<file path="src/rtl/rst_seq.sv">
// rst_seq: staggered per-domain reset sequencer with sync release, stretch and software restart
module rst_seq #(
   parameter int CHANNELS    = 4,
   parameter int SYNC_STAGES = 2,
   parameter int STRETCH     = 16,
   parameter int STAGGER     = 4
) (
   input  logic                rst_seq_clk_i,
   input  logic                rst_seq_rst_i,
   input  logic                rst_seq_sw_req_i,
   input  logic [CHANNELS-1:0] rst_seq_hold_i,
   output logic [CHANNELS-1:0] rst_seq_rst_o,
   output logic                rst_seq_done_o,
   output logic                rst_seq_cause_o
);
   localparam int CW = $clog2(STRETCH + 1);
   localparam int SW = $clog2(STAGGER + 1);
   localparam int KW = (CHANNELS > 1) ? $clog2(CHANNELS) : 1;

   if (CHANNELS < 1 || CHANNELS > 16) begin : g_bad_channels
      $error("rst_seq: CHANNELS must be 1..16");
   end
   if (SYNC_STAGES < 2) begin : g_bad_sync
      $error("rst_seq: SYNC_STAGES must be >= 2");
   end
   if (STRETCH < 1) begin : g_bad_stretch
      $error("rst_seq: STRETCH must be >= 1");
   end
   if (STAGGER < 1) begin : g_bad_stagger
      $error("rst_seq: STAGGER must be >= 1");
   end

   typedef enum logic [1:0] {ST_SYNC, ST_STRETCH, ST_RELEASE, ST_RUN} state_t;

   state_t                 state_q;
   logic [SYNC_STAGES-1:0] sync_q;
   logic [SYNC_STAGES-1:0] sync_d;
   logic [CW-1:0]          cnt_q;
   logic [SW-1:0]          stg_q;
   logic [KW-1:0]          k_q;
   logic [CHANNELS-1:0]    rst_q;
   logic                   done_q;
   logic                   cause_q;
   logic                   rel_ok;

   assign sync_d = {sync_q[SYNC_STAGES-2:0], 1'b1};
   assign rel_ok = ((state_q == ST_STRETCH && cnt_q == '0) || (state_q == ST_RELEASE && stg_q == '0))
                   && !rst_seq_hold_i[k_q];

   // Sequencer: sync release, stretch, staggered per-channel release, software restart
   always_ff @(posedge rst_seq_clk_i or negedge rst_seq_rst_i) begin
      if (!rst_seq_rst_i) begin
         state_q <= ST_SYNC;
         sync_q  <= '0;
         cnt_q   <= '0;
         stg_q   <= '0;
         k_q     <= '0;
         rst_q   <= '1;
         done_q  <= 1'b0;
         cause_q <= 1'b0;
      end else begin
         sync_q <= sync_d;
         if (state_q != ST_SYNC && rst_seq_sw_req_i) begin
            state_q <= ST_STRETCH;
            cnt_q   <= CW'(STRETCH - 1);
            k_q     <= '0;
            rst_q   <= '1;
            done_q  <= 1'b0;
            cause_q <= 1'b1;
         end else begin
            case (state_q)
               ST_SYNC: if (sync_d[SYNC_STAGES-1] && !sync_q[SYNC_STAGES-1]) begin
                  state_q <= ST_STRETCH;
                  cnt_q   <= CW'(STRETCH - 1);
                  k_q     <= '0;
               end
               ST_STRETCH: if (cnt_q != '0) cnt_q <= cnt_q - 1'b1;
               else begin
                  state_q <= ST_RELEASE;
                  stg_q   <= '0;
               end
               ST_RELEASE: if (stg_q != '0) stg_q <= stg_q - 1'b1;
               default: done_q <= 1'b1;
            endcase
            if (rel_ok) begin
               rst_q[k_q] <= 1'b0;
               stg_q      <= SW'(STAGGER - 1);
               if (k_q == KW'(CHANNELS - 1)) state_q <= ST_RUN;
               else k_q <= k_q + 1'b1;
            end
         end
      end
   end

   assign rst_seq_rst_o   = rst_q;
   assign rst_seq_done_o  = done_q;
   assign rst_seq_cause_o = cause_q;
endmodule

</file>
<file path="config.mk">
export PLATFORM = sky130hd
export DESIGN_NAME = rst_seq
export DESIGN_NICKNAME = d
export VERILOG_FILES = /design/src/rtl/rst_seq.sv
export SDC_FILE = /design/constraint.sdc
export NUM_CORES = 1
export LEC_CHECK = 0
export ABC_AREA = 1
export BUFFER_PORTS_ARGS = -buffer_cell sky130_fd_sc_hd__buf_2
export CORE_ASPECT_RATIO = 0.6
export CORE_MARGIN = 1
export CORE_UTILIZATION = 35
export CTS_CLUSTER_SIZE = 30
export DETAILED_ROUTE_END_ITERATION = 8
export PLACE_DENSITY = 0.57
export SYNTH_ARGS = -nofsm -noshare
export SYNTH_HDL_FRONTEND = slang
export SYNTH_SLANG_ARGS = --single-unit
</file>
<file path="constraint.sdc">
create_clock -name rst_seq_clk_i -period 1.8 [get_ports rst_seq_clk_i]
set_input_delay 0.09 -clock rst_seq_clk_i [delete_from_list [all_inputs] [get_ports rst_seq_clk_i]]
set_output_delay 0.09 -clock rst_seq_clk_i [all_outputs]
set_load 0.1 [all_outputs]
</file>
==> metrics.txt, run 1 <==
# TYPE chip_impl_metric gauge
chip_impl_metric{name="dieWidth",unit="µm"} 74.25
chip_impl_metric{name="highest_cell_delay_on_the_worst_timing_path",unit="ns"} 0.38
chip_impl_metric{name="worst_skew_pair.late_latency",unit="ns"} 0.26
chip_impl_metric{name="routed_wl",unit="mm"} 2.211
chip_impl_metric{name="dieArea",unit="µm²"} 3367
chip_impl_metric{name="p_leak",unit="nW"} 0.6528
chip_impl_metric{name="synth.avg_cell_area",unit="µm²"} 7.719
chip_impl_info{name="synth_area_leaders",value="dfrtp_1 37%, nand2_1 18%, dfstp_2 9.6%"} 1
chip_impl_metric{name="period_share",unit="%"} 82.97
chip_impl_info{name="crit_path_cell_trace",value="inv_1 > ha_1 > nand4_2 > nand2_1 > nand2_2 > clkinv_2 > nand2_1 > nand2_1 > nor2_1"} 1
chip_impl_metric{name="power_frac_seq",unit="%"} 52.3
chip_impl_info{name="status",value="finished, final reports clean"} 1
chip_impl_metric{name="postSynth.asyncResetShare",unit="%"} 100.0
chip_impl_metric{name="detail-route-antenna-nets",unit=""} 0
chip_impl_metric{name="number_of_flops_mapped_to_enable_cells_by_yosys",unit=""} 0
chip_impl_metric{name="synth_nets",unit=""} 156
chip_impl_metric{name="hpwlAfterDp",unit="mm"} 1.746
chip_impl_metric{name="p_sw",unit="mW"} 0.2430
chip_impl_info{name="yosys.cell_count.top_type",value="nand2_1"} 1
chip_impl_metric{name="pwr_density_cell",unit="nW/µm²"} 760.5
chip_impl_metric{name="grt_first_pass_wirelength",unit="mm"} 3.677
chip_impl_info{name="synthTopCellsByCount",value="53 x nand2_1, 17 x inv_1, 16 x dfrtp_1"} 1
chip_impl_metric{name="cts-resized-gates",unit=""} 0
chip_impl_info{name="synth_flop_cell",value="dfrtp_1"} 1
chip_impl_metric{name="portBuffers",unit=""} 12
chip_impl_info{name="rsz0062_at_grt",value="false"} 1
chip_impl_info{name="setup.worst_path.end_class",value="register"} 1
chip_impl_metric{name="irDropWorstVdd",unit="mV"} 0.3105
chip_impl_metric{name="number_of_standard_cells_after_synthesis",unit=""} 142
chip_impl_metric{name="timing_max_transition_violations_final",unit=""} 0
chip_impl_metric{name="drtIter0Drc",unit=""} 71
chip_impl_metric{name="cts_buffers",unit=""} 3
chip_impl_metric{name="grt_pass1_vias",unit=""} 817
chip_impl_metric{name="vias",unit=""} 916
chip_impl_info{name="critical_path.top_delay_family",value="simple AND/OR/NAND/NOR gates"} 1
chip_impl_metric{name="power.share.combinational",unit="%"} 12.6
chip_impl_metric{name="place.gp.congestion",unit=""} 0.8283
chip_impl_metric{name="finalHoldViolations",unit=""} 0
chip_impl_metric{name="register_to_register_setup_slack",unit="ns"} 0.31
chip_impl_metric{name="grt_util_all_layers",unit="%"} 15.11
chip_impl_metric{name="core.rowCount",unit=""} 15
chip_impl_metric{name="netlist_cell_types",unit=""} 20
chip_impl_metric{name="cts_setup_buffers",unit=""} 0
chip_impl_metric{name="final_nets",unit=""} 174
chip_impl_info{name="worst_path_most_repeated_cell",value="nand2_1"} 1
chip_impl_metric{name="final_critical_path_setup_slack",unit="ns"} 0.3065
chip_impl_metric{name="antenna_cells_inserted",unit=""} 0
chip_impl_info{name="tritoncts",value="yes"} 1
chip_impl_metric{name="yosys.area.top_type_share",unit="%"} 36.53
chip_impl_info{name="critPathLaunchType",value="register"} 1
chip_impl_metric{name="initial_utilization",unit="%"} 37.44
chip_impl_metric{name="cts.sinks",unit=""} 20
chip_impl_info{name="criticalPathCategory",value="register to register"} 1
chip_impl_info{name="timing.rr.start",value="cnt_q[0]"} 1
chip_impl_metric{name="grt_antenna_before_repair",unit=""} 0
chip_impl_metric{name="setup-violations-final",unit=""} 0
chip_impl_metric{name="synth-seq-area-share",unit="%"} 46.12
chip_impl_metric{name="fmax",unit="GHz"} 0.6696
chip_impl_metric{name="finalCriticalPeriod",unit="ns"} 1.494
chip_impl_metric{name="worstPathRequired",unit="ns"} 1.95
chip_impl_metric{name="skew",unit="ns"} 0.01003
chip_impl_metric{name="timing.setup.tns",unit="ns"} 0
chip_impl_info{name="critPathSlowestCell",value="dfrtp_1"} 1
chip_impl_metric{name="synth_seq_cells",unit=""} 20
chip_impl_metric{name="cp_num_buf_inv",unit=""} 2
chip_impl_metric{name="cts-root-to-sink-buffers",unit=""} 2
chip_impl_metric{name="crit_arrival",unit="ns"} 1.64
chip_impl_metric{name="area_growth_syn_to_layout",unit="%"} 16.21
chip_impl_info{name="clockRootBuffer",value="clkbuf_8"} 1
chip_impl_metric{name="ys_warn_count",unit=""} 0
chip_impl_info{name="hp-class",value="input pin to register"} 1
chip_impl_metric{name="final.hold.worst_slack",unit="ns"} 0.2263
chip_impl_info{name="timing.critical_path.from",value="cnt_q[0]"} 1
chip_impl_metric{name="p_int",unit="mW"} 0.7257
chip_impl_metric{name="post_drt_wl_per_cell",unit="µm"} 11.00
chip_impl_metric{name="core_area",unit="µm²"} 2928
chip_impl_metric{name="postLayoutCoreUtil",unit="%"} 43.50
chip_impl_metric{name="critPathMaxFanout",unit=""} 7
chip_impl_metric{name="drive_above_1_share",unit="%"} 21.38
chip_impl_metric{name="cap_violations",unit=""} 0
chip_impl_info{name="yosysTopAreaCell",value="dfrtp_1"} 1
chip_impl_metric{name="globalRouteOverflowTotal",unit=""} 0
chip_impl_metric{name="drt_first_pass_iters",unit=""} 4
chip_impl_metric{name="synth_area",unit="µm²"} 1096
chip_impl_metric{name="grt_max_degree",unit=""} 21
chip_impl_metric{name="cts_max_level",unit=""} 1
chip_impl_info{name="start_point_of_the_worst_hold_path",value="rst_seq_sw_req_i"} 1
chip_impl_metric{name="p_sw_share",unit="%"} 25.08
chip_impl_metric{name="dieHeight",unit="µm"} 45.35
chip_impl_metric{name="cts.hold.buffers_added",unit=""} 1
chip_impl_metric{name="io_pins",unit=""} 13
chip_impl_metric{name="viasPerCell",unit=""} 4.557
chip_impl_metric{name="placement.setup.worst_slack",unit="ns"} 0.2996
chip_impl_metric{name="report.power.total",unit="mW"} 0.9686
chip_impl_metric{name="power.share.clock",unit="%"} 35.1
chip_impl_metric{name="clkSlewWorstSetupHoldPaths",unit="ns"} 0.08
chip_impl_metric{name="drc",unit=""} 0
## worst register-to-register path, delay by kind of cell (launching register included)
| kind | cells | cell delay (ns) |
|---|---|---|
| flops | 1 | 0.38 |
| buf+inv | 2 | 0.19 |
| fa+ha+maj | 1 | 0.24 |
| simple gates | 6 | 0.57 |
## state kept, by name (all words and copies together) (netlist names)
name	count
cnt_q	5
rst_seq_rst_o	4
stg_q	3
k_q	2
state_q	2
sync_q	2
rst_seq_cause_o	1
rst_seq_done_o	1
## path summary, 6_finish.rpt
check / to / depth (start not counted)
worst min register to register: sync_q[1] / 0
min in group asynchronous: rst_seq_done_o / 2
worst max register to register: k_q[1] / 9
max in group asynchronous: rst_seq_rst_o[2] / 2
worst min-delay path: cnt_q[4] / 4
worst max-delay path: k_q[1] / 9
## layout make-up
| type | count | area (µm²) |
|---|---|---|
| Clock buffer | 4 | 55.05 |
| Fill cell | 291 | 1654 |
| Inverter | 21 | 80.08 |
| Multi-Input combinational cell | 101 | 510.5 |
| Sequential cell | 20 | 505.5 |
| Tap cell | 42 | 52.55 |
| Timing Repair Buffer | 13 | 70.07 |
## cells by family after synthesis
group,after synthesis,synth area share (%)
buffers and inverters,21,7.305
AO/OA/AOI/OAI,16,7.991
flip-flops,20,46.12
other,1,0.3421
AND/OR/NAND/NOR,77,30.25
adder cells (fa/ha/maj),7,7.991
## power by group through the flow
| stage | Sequential (mW) | Clock (mW) | Combinational [mW] |
|---|---|---|---|
| final | 0.507 | 0.340 | 0.122 |
| after floorplan | 0.511 | 0 | 0.0883 |
| after global placement | 0.515 | 0 | 0.115 |
| after detailed placement | 0.515 | 0 | 0.123 |
| after global routing | 0.511 | 0.383 | 0.149 |
| after CTS | 0.507 | 0.358 | 0.125 |
## metal layers
layer | vias to the layer above | track usage [%] | share of wire, %
met4 | 0 | 3.774 | 0.36
met2 | 20 | 20.18 | 40
met3 | 2 | 5.804 | 4.5
met1 | 422 | 22.45 | 55
met5 | - | 0 | 0
li1 | 472 | - | -
## placed cells by master, fill, tap and decap left out, types with 2 or more instances in the layout
cell type and n:
nand2_2 2, a21oi_1 6, nor2_2 3, buf_2 12, dfrtp_1 16, dfstp_2 4, nor2_1 7, nand3_1 8
ha_1 7, clkbuf_8 4, inv_2 3, o21ai_1 4, o21ai_0 4, nand2_1 53, a21oi_2 2, inv_1 17
## through the flow
step / cell area (µm²) / instances
floorplan: 1096 / 142
global placement: 1209 / 196
detailed placement: 1209 / 196
CTS: 1274 / 201
global route: 1274 / 201
finish: 1274 / 201
Note: power is estimated with default switching activity, not from simulation.
==> run 2: changes to the inputs <==
Settings changed: PLACE_DENSITY 0.57 to 0.58.
Clock period 1.8 ns to 1.3 ns, I/O delays scaled along.
==> run 2 against run 1 <==
The run now ends with setup timing left; flip-flop and latch count is the same; wire length grew 12%; count of clock-buffer cells in the layout unchanged; register-to-register slack got worse by 0.34 ns; critical path depth shrank 3; clock power increased by 38%; die area stayed put; worst setup slack worse by 0.34 ns; non-clock buffer count is 23 higher; sequential share of layout area fell by 8.9 points; combinational power rose to 3.5 times the previous value; total power grew 66%; critical path type unchanged.
==> metrics.txt, run 2 (synthesis results as in run 1) <==
# TYPE chip_impl_metric gauge
chip_impl_info{name="status",value="finished, violations left"} 1
chip_impl_info{name="failed_checks",value="setup timing"} 1
chip_impl_metric{name="cts.sinks",unit=""} 20
chip_impl_info{name="layout_common_cells",value="44 x nand2_1, 22 x buf_4, 14 x dfrtp_1"} 1
chip_impl_metric{name="drtIter0Drc",unit=""} 38
chip_impl_metric{name="grt_max_degree",unit=""} 21
chip_impl_metric{name="core.rowCount",unit=""} 15
chip_impl_metric{name="detail-route-antenna-nets",unit=""} 0
chip_impl_metric{name="worstPathRequired",unit="ns"} 1.46
chip_impl_metric{name="grt.met2_usage",unit="%"} 23.82
chip_impl_metric{name="highest_cell_delay_on_the_worst_timing_path",unit="ns"} 0.45
chip_impl_metric{name="drc",unit=""} 0
chip_impl_metric{name="vias",unit=""} 997
chip_impl_metric{name="dieWidth",unit="µm"} 74.25
chip_impl_info{name="crit_path_cell_trace",value="buf_4 > ha_1 > o21ai_0 > nand2_2 > nand2_1 > nor2_1"} 1
chip_impl_info{name="top_usage_layer",value="met2"} 1
chip_impl_metric{name="fillers",unit=""} 280
chip_impl_metric{name="placement.setup.worst_slack",unit="ns"} -0.1320
chip_impl_metric{name="hpwlAfterDp",unit="mm"} 1.771
chip_impl_info{name="critical_path.top_delay_family",value="flip-flops"} 1
chip_impl_info{name="rsz0062_at_grt",value="true"} 1
chip_impl_metric{name="dieHeight",unit="µm"} 45.35
chip_impl_info{name="mostFrequentLayoutCell",value="nand2_1"} 1
chip_impl_metric{name="max_ffs_per_register",unit=""} 5
chip_impl_info{name="critPathLaunchType",value="register"} 1
chip_impl_metric{name="period_share",unit="%"} 102.8
chip_impl_metric{name="cts-root-to-sink-buffers",unit=""} 2
chip_impl_metric{name="viasPerCell",unit=""} 4.451
chip_impl_metric{name="final_nets",unit=""} 197
chip_impl_metric{name="setup-violations-final",unit=""} 4
chip_impl_metric{name="dieArea",unit="µm²"} 3367
chip_impl_metric{name="worst_skew_pair.late_latency",unit="ns"} 0.26
chip_impl_metric{name="grt_first_pass_wirelength",unit="mm"} 3.898
chip_impl_metric{name="io_pins",unit=""} 13
chip_impl_metric{name="initial_utilization",unit="%"} 37.44
chip_impl_metric{name="skew",unit="ns"} 0.001729
chip_impl_metric{name="finalInstanceArea",unit="µm²"} 1652
chip_impl_metric{name="routed_wl",unit="mm"} 2.482
chip_impl_metric{name="clkSlewWorstSetupHoldPaths",unit="ns"} 0.07
chip_impl_metric{name="cap_violations",unit=""} 0
chip_impl_metric{name="irDropWorstVdd",unit="mV"} 0.4982
chip_impl_info{name="hp-class",value="input pin to asynchronous set/reset pin"} 1
chip_impl_metric{name="place.gp.congestion",unit=""} 0.8167
chip_impl_metric{name="fmax",unit="GHz"} 0.7481
chip_impl_metric{name="met3_usage_in_global_routing",unit="%"} 5.804
chip_impl_metric{name="p_leak",unit="nW"} 0.8292
chip_impl_metric{name="drive_above_1_share",unit="%"} 45.60
chip_impl_metric{name="crit_arrival",unit="ns"} 1.50
chip_impl_info{name="critPathSlowestCell",value="dfrtp_1"} 1
chip_impl_info{name="setup.worst_path.end_class",value="register"} 1
chip_impl_info{name="criticalPathCategory",value="register to register"} 1
chip_impl_metric{name="core_area",unit="µm²"} 2928
chip_impl_metric{name="antenna_cells_inserted",unit=""} 0
chip_impl_metric{name="cts_max_level",unit=""} 1
chip_impl_metric{name="portBuffers",unit=""} 12
chip_impl_metric{name="grt_antenna_before_repair",unit=""} 0
chip_impl_metric{name="finalHoldViolations",unit=""} 0
chip_impl_info{name="registers.top_by_ff_count",value="cnt_q"} 1
chip_impl_metric{name="finalCriticalPeriod",unit="ns"} 1.337
chip_impl_metric{name="critPathMaxFanout",unit=""} 5
chip_impl_info{name="clockRootBuffer",value="clkbuf_8"} 1
chip_impl_metric{name="grt_pass1_vias",unit=""} 909
chip_impl_metric{name="area_growth_syn_to_layout",unit="%"} 50.68
chip_impl_metric{name="globalRouteOverflowTotal",unit=""} 0
chip_impl_metric{name="cts_buffers",unit=""} 3
chip_impl_metric{name="post_drt_wl_per_cell",unit="µm"} 11.08
chip_impl_metric{name="timing_max_transition_violations_final",unit=""} 0
chip_impl_metric{name="drt_first_pass_iters",unit=""} 4
chip_impl_metric{name="pwr_density_cell",unit="nW/µm²"} 975.2
chip_impl_metric{name="final_critical_path_setup_slack",unit="ns"} -0.03674
chip_impl_info{name="tritoncts",value="yes"} 1
chip_impl_metric{name="cp_num_buf_inv",unit=""} 1
chip_impl_metric{name="placedInstanceArea",unit="µm²"} 1374
chip_impl_metric{name="groute.layer.met1.usage",unit="%"} 21.84
chip_impl_metric{name="grt_util_all_layers",unit="%"} 15.94
[run 2: changes by cell type in the layout (fill, tap and decap cells not counted), sizes merged]
cell / delta
buf: +23
[run 2: worst reg2reg max path, delay by kind of cell (launching register included)]
| family | cells | cell delay, ns |
|---|---|---|
| AO/OA/AOI/OAI | 1 | 0.22 |
| adder cells (fa/ha/maj) | 1 | 0.24 |
| buffers and inverters | 1 | 0.17 |
| flip-flops | 1 | 0.45 |
| AND/OR/NAND/NOR | 3 | 0.17 |
[run 2: final timing paths]
check                                       from               end  slack [ns]  cells after the start
worst max-delay path                      k_q[0]            k_q[1]       -0.04                      6
worst min-delay path               rst_seq_rst_i          cnt_q[1]        0.28                      2
worst max register to register            k_q[0]            k_q[1]       -0.04                      6
worst min register to register         sync_q[0]         sync_q[1]        0.38                      0
max in group asynchronous          rst_seq_rst_i  rst_seq_rst_o[2]        0.68                      2
min in group rst_seq_clk_i      rst_seq_sw_req_i          cnt_q[4]        0.29                      4
[run 2: area by class of cell]
type | instances | area [µm²] | area share, %
well taps | 42 | 52.55 | 3.182
multi-input cells | 101 | 645.6 | 39.09
clock buffers | 4 | 55.05 | 3.333
repair buffers | 36 | 306.5 | 18.56
flip-flops and latches | 20 | 508.0 | 30.76
inverters | 21 | 83.83 | 5.076
[run 2: report_power, final]
part | internal (mW) | leakage [nW] | switching [mW]
combinational | 0.237 | 0.574 | 0.195
clock | 0.270 | 0.0288 | 0.198
sequential | 0.672 | 0.226 | 0.0395
total | 1.18 | 0.829 | 0.433
[run 2: stage by stage]
step                      total power [mW]  setup TNS [ns]  util, %  cells  hold WS, ns
after floorplan                     0.8292               0        -    142      -0.2306
after global placement              0.9643         -0.3781    46.92    210      0.03841
after detailed placement            0.9813          -1.060    46.92    210      0.04334
after CTS                            1.471         -0.1115    50.43    216       0.2138
after global routing                 1.704         -0.8658    56.41    224       0.2906
final                                1.611        -0.05655    56.41    224       0.2822
[run 2: layer usage]
metal,part of all wire [%],vias to the layer above
met4,0.56,0
li1,-,517
met3,3.5,4
met2,45,12
met5,0,-
met1,51,464
[run 2: repair_timing]
item | in CTS | in global routing
gates resized for setup | 10 | 31
buffers inserted | 1 | 8
pin swaps | 6 | 10
endpoints found under the hold margin | 16 | 0
hold buffers | 1 | 0
endpoints found under the setup margin | 14 | 15
==> run 3: changes to the inputs <==
Settings changed: BUFFER_PORTS_ARGS -buffer_cell sky130_fd_sc_hd__buf_2 to -buffer_cell sky130_fd_sc_hd__buf_4, SETUP_SLACK_MARGIN from default to 0.1.
==> run 3 against run 2 <==
The flow still finishes with violations (setup timing); combinational power fell by 16%; maximum frequency down 3.8%; largest cell class unchanged; critical path type unchanged; flip-flop and latch count unchanged; count of clock-buffer cells in the layout is the same; largest power group unchanged; die area is the same; clock power fell by 8.3%; highest routed layer unchanged.
==> metrics.txt, run 3 (synthesis results as in run 1) <==
# TYPE chip_impl_metric gauge
chip_impl_metric{name="final_critical_path_setup_slack",unit="ns"} -0.08910
chip_impl_metric{name="power_frac_seq",unit="%"} 46.9
chip_impl_info{name="timing.rr.start",value="state_q[1]"} 1
chip_impl_info{name="critPathLaunchType",value="register"} 1
chip_impl_info{name="setup.worst_path.end_class",value="register"} 1
chip_impl_metric{name="antenna_cells_inserted",unit=""} 0
chip_impl_metric{name="power.share.combinational",unit="%"} 24.4
chip_impl_metric{name="cap_violations",unit=""} 0
chip_impl_metric{name="grt_antenna_before_repair",unit=""} 0
chip_impl_metric{name="worst_skew_pair.late_latency",unit="ns"} 0.27
chip_impl_info{name="mostFrequentLayoutCell",value="nand2_1"} 1
chip_impl_metric{name="register_to_register_setup_slack",unit="ns"} -0.09
chip_impl_metric{name="post_layout_nonfiller_instances",unit=""} 221
chip_impl_metric{name="finalCriticalPeriod",unit="ns"} 1.389
chip_impl_info{name="rsz0062_at_grt",value="true"} 1
chip_impl_metric{name="fillers",unit=""} 285
chip_impl_metric{name="grt_pass1_vias",unit=""} 896
chip_impl_metric{name="max_ffs_per_register",unit=""} 5
chip_impl_metric{name="area_growth_syn_to_layout",unit="%"} 48.86
chip_impl_info{name="status",value="finished, violations left"} 1
chip_impl_metric{name="fmax",unit="GHz"} 0.7199
chip_impl_metric{name="power.share.clock",unit="%"} 28.7
chip_impl_metric{name="skew",unit="ns"} 0.01093
chip_impl_metric{name="drc",unit=""} 0
chip_impl_metric{name="portBuffers",unit=""} 12
chip_impl_metric{name="irDropWorstVdd",unit="mV"} 0.6127
chip_impl_metric{name="routed_wl",unit="mm"} 2.727
chip_impl_metric{name="pwr_density_cell",unit="nW/µm²"} 917.6
chip_impl_metric{name="report.power.total",unit="mW"} 1.497
chip_impl_metric{name="final.hold.worst_slack",unit="ns"} 0.2139
chip_impl_metric{name="place.gp.congestion",unit=""} 0.8324
chip_impl_metric{name="detail-route-antenna-nets",unit=""} 0
chip_impl_metric{name="core_area",unit="µm²"} 2928
chip_impl_info{name="criticalPathCategory",value="register to register"} 1
chip_impl_info{name="timing.rr.end",value="cnt_q[1]"} 1
chip_impl_metric{name="io_pins",unit=""} 13
chip_impl_metric{name="grt_util_all_layers",unit="%"} 17.50
chip_impl_metric{name="period_share",unit="%"} 106.9
chip_impl_info{name="crit_path_cell_trace",value="inv_2 > nor2_2 > a21oi_2 > o21ai_4 > buf_6 > nor2_4 > a21oi_2"} 1
chip_impl_info{name="hp-class",value="input pin to asynchronous set/reset pin"} 1
chip_impl_metric{name="worstPathRequired",unit="ns"} 1.45
chip_impl_metric{name="core.rowCount",unit=""} 15
chip_impl_metric{name="p_sw_share",unit="%"} 28.26
chip_impl_metric{name="highest_cell_delay_on_the_worst_timing_path",unit="ns"} 0.47
chip_impl_metric{name="drive_above_1_share",unit="%"} 48.60
chip_impl_metric{name="worst-r2r-cell-count",unit=""} 7
chip_impl_metric{name="hpwlAfterDp",unit="mm"} 1.803
chip_impl_metric{name="dieArea",unit="µm²"} 3367
chip_impl_metric{name="drt_first_pass_iters",unit=""} 4
chip_impl_metric{name="p_int",unit="mW"} 1.074
chip_impl_metric{name="grt_max_degree",unit=""} 21
chip_impl_info{name="failed_checks",value="setup timing"} 1
chip_impl_metric{name="timing_max_transition_violations_final",unit=""} 0
chip_impl_info{name="registers.top_by_ff_count",value="cnt_q"} 1
chip_impl_metric{name="setup-violations-final",unit=""} 3
chip_impl_metric{name="postLayoutCoreUtil",unit="%"} 55.73
chip_impl_metric{name="globalRouteOverflowTotal",unit=""} 0
chip_impl_metric{name="cts-root-to-sink-buffers",unit=""} 2
chip_impl_info{name="worst_path_most_repeated_cell",value="a21oi_2"} 1
chip_impl_metric{name="final_nets",unit=""} 194
chip_impl_metric{name="post_drt_wl_per_cell",unit="µm"} 12.34
chip_impl_metric{name="critPathMaxFanout",unit=""} 5
chip_impl_metric{name="finalHoldViolations",unit=""} 0
chip_impl_metric{name="initial_utilization",unit="%"} 37.44
chip_impl_metric{name="vias",unit=""} 982
chip_impl_metric{name="p_sw",unit="mW"} 0.4232
chip_impl_metric{name="drtIter0Drc",unit=""} 24
chip_impl_metric{name="post-place-cells",unit=""} 204
chip_impl_metric{name="p_leak",unit="nW"} 0.7862
chip_impl_metric{name="timing.setup.tns",unit="ns"} -0.1962
chip_impl_info{name="layout_common_cells",value="41 x nand2_1, 30 x buf_4, 12 x inv_1, 12 x dfrtp_1, 11 x nand2_2"} 1
chip_impl_metric{name="clkSlewWorstSetupHoldPaths",unit="ns"} 0.08
chip_impl_metric{name="cts_max_level",unit=""} 1
chip_impl_metric{name="dieWidth",unit="µm"} 74.25
chip_impl_metric{name="cts.sinks",unit=""} 20
chip_impl_metric{name="grt_first_pass_wirelength",unit="mm"} 4.195
chip_impl_metric{name="crit_arrival",unit="ns"} 1.54
chip_impl_metric{name="viasPerCell",unit=""} 4.443
chip_impl_metric{name="dieHeight",unit="µm"} 45.35
chip_impl_info{name="clockRootBuffer",value="clkbuf_8"} 1
chip_impl_metric{name="cts_buffers",unit=""} 3
chip_impl_info{name="critPathSlowestCell",value="dfrtp_2"} 1
chip_impl_info{name="tritoncts",value="yes"} 1
-- run 3: stage by stage --
step	instance area (µm²)	setup slack, ns
after floorplan	1147	0.06574
after global placement	1350	-0.02443
after detailed placement	1350	-0.04308
after CTS	1538	0.002934
after global routing	1632	-0.1386
final	1632	-0.08910
-- run 3: timing repair --
item	4_1_cts	5_1_grt
endpoints found under the setup margin	14	15
buffers inserted	9	3
pin swaps	13	6
gates resized for setup	25	17
endpoints found under the hold margin	20	0
hold buffers	1	0
-- run 3: critical path: cells and delay by family (launching register included) --
family                 cells  cell delay (ns)
AO/OA/AOI/OAI              3             0.37
buffers and inverters      2             0.24
flip-flops                 1             0.47
AND/OR/NAND/NOR            2             0.18
-- run 3: worst max path at each step --
| stage | from | endpoint | slack (ns) | cells past startpoint |
|---|---|---|---|---|
| 2_1_floorplan | cnt_q[1] | k_q[1] | 0.07 | 9 |
| 3_3_place_gp | k_q[0] | rst_seq_rst_o[0] | -0.02 | 9 |
| 3_5_place_dp | k_q[0] | rst_seq_rst_o[0] | -0.04 | 9 |
| 4_1_cts | stg_q[0] | rst_seq_rst_o[1] | 0.003 | 10 |
| 5_1_grt | state_q[1] | cnt_q[1] | -0.14 | 7 |
| 6_report | state_q[1] | cnt_q[1] | -0.09 | 7 |
-- run 3: layout make-up --
class                      count  area, µm²  area share [%]
tap                           42      52.55           3.221
multi-input combinational    101      676.9           41.49
timing repair buffer          33      257.7           15.80
sequential                    20      510.5           31.29
clock buffer                   4      45.04           2.761
inverter                      21      88.84           5.445
-- run 3: per-layer routing --
metal	GRT usage [%]	part of all wire, %	vias to the layer above
li1	-	-	513
met1	24.38	48	450
met2	25.45	47	13
met3	6.027	3.3	6
met4	5.660	1.4	0
met5	0	0	-
-- run 3: power by group through the flow --
stage,Sequential (mW),Clock [mW],Combinational [mW]
3_3_place_gp,0.713,0,0.227
2_1_floorplan,0.710,0,0.156
5_1_grt,0.709,0.474,0.406
4_1_cts,0.702,0.448,0.319
3_5_place_dp,0.713,0,0.244
6_report,0.703,0.429,0.365
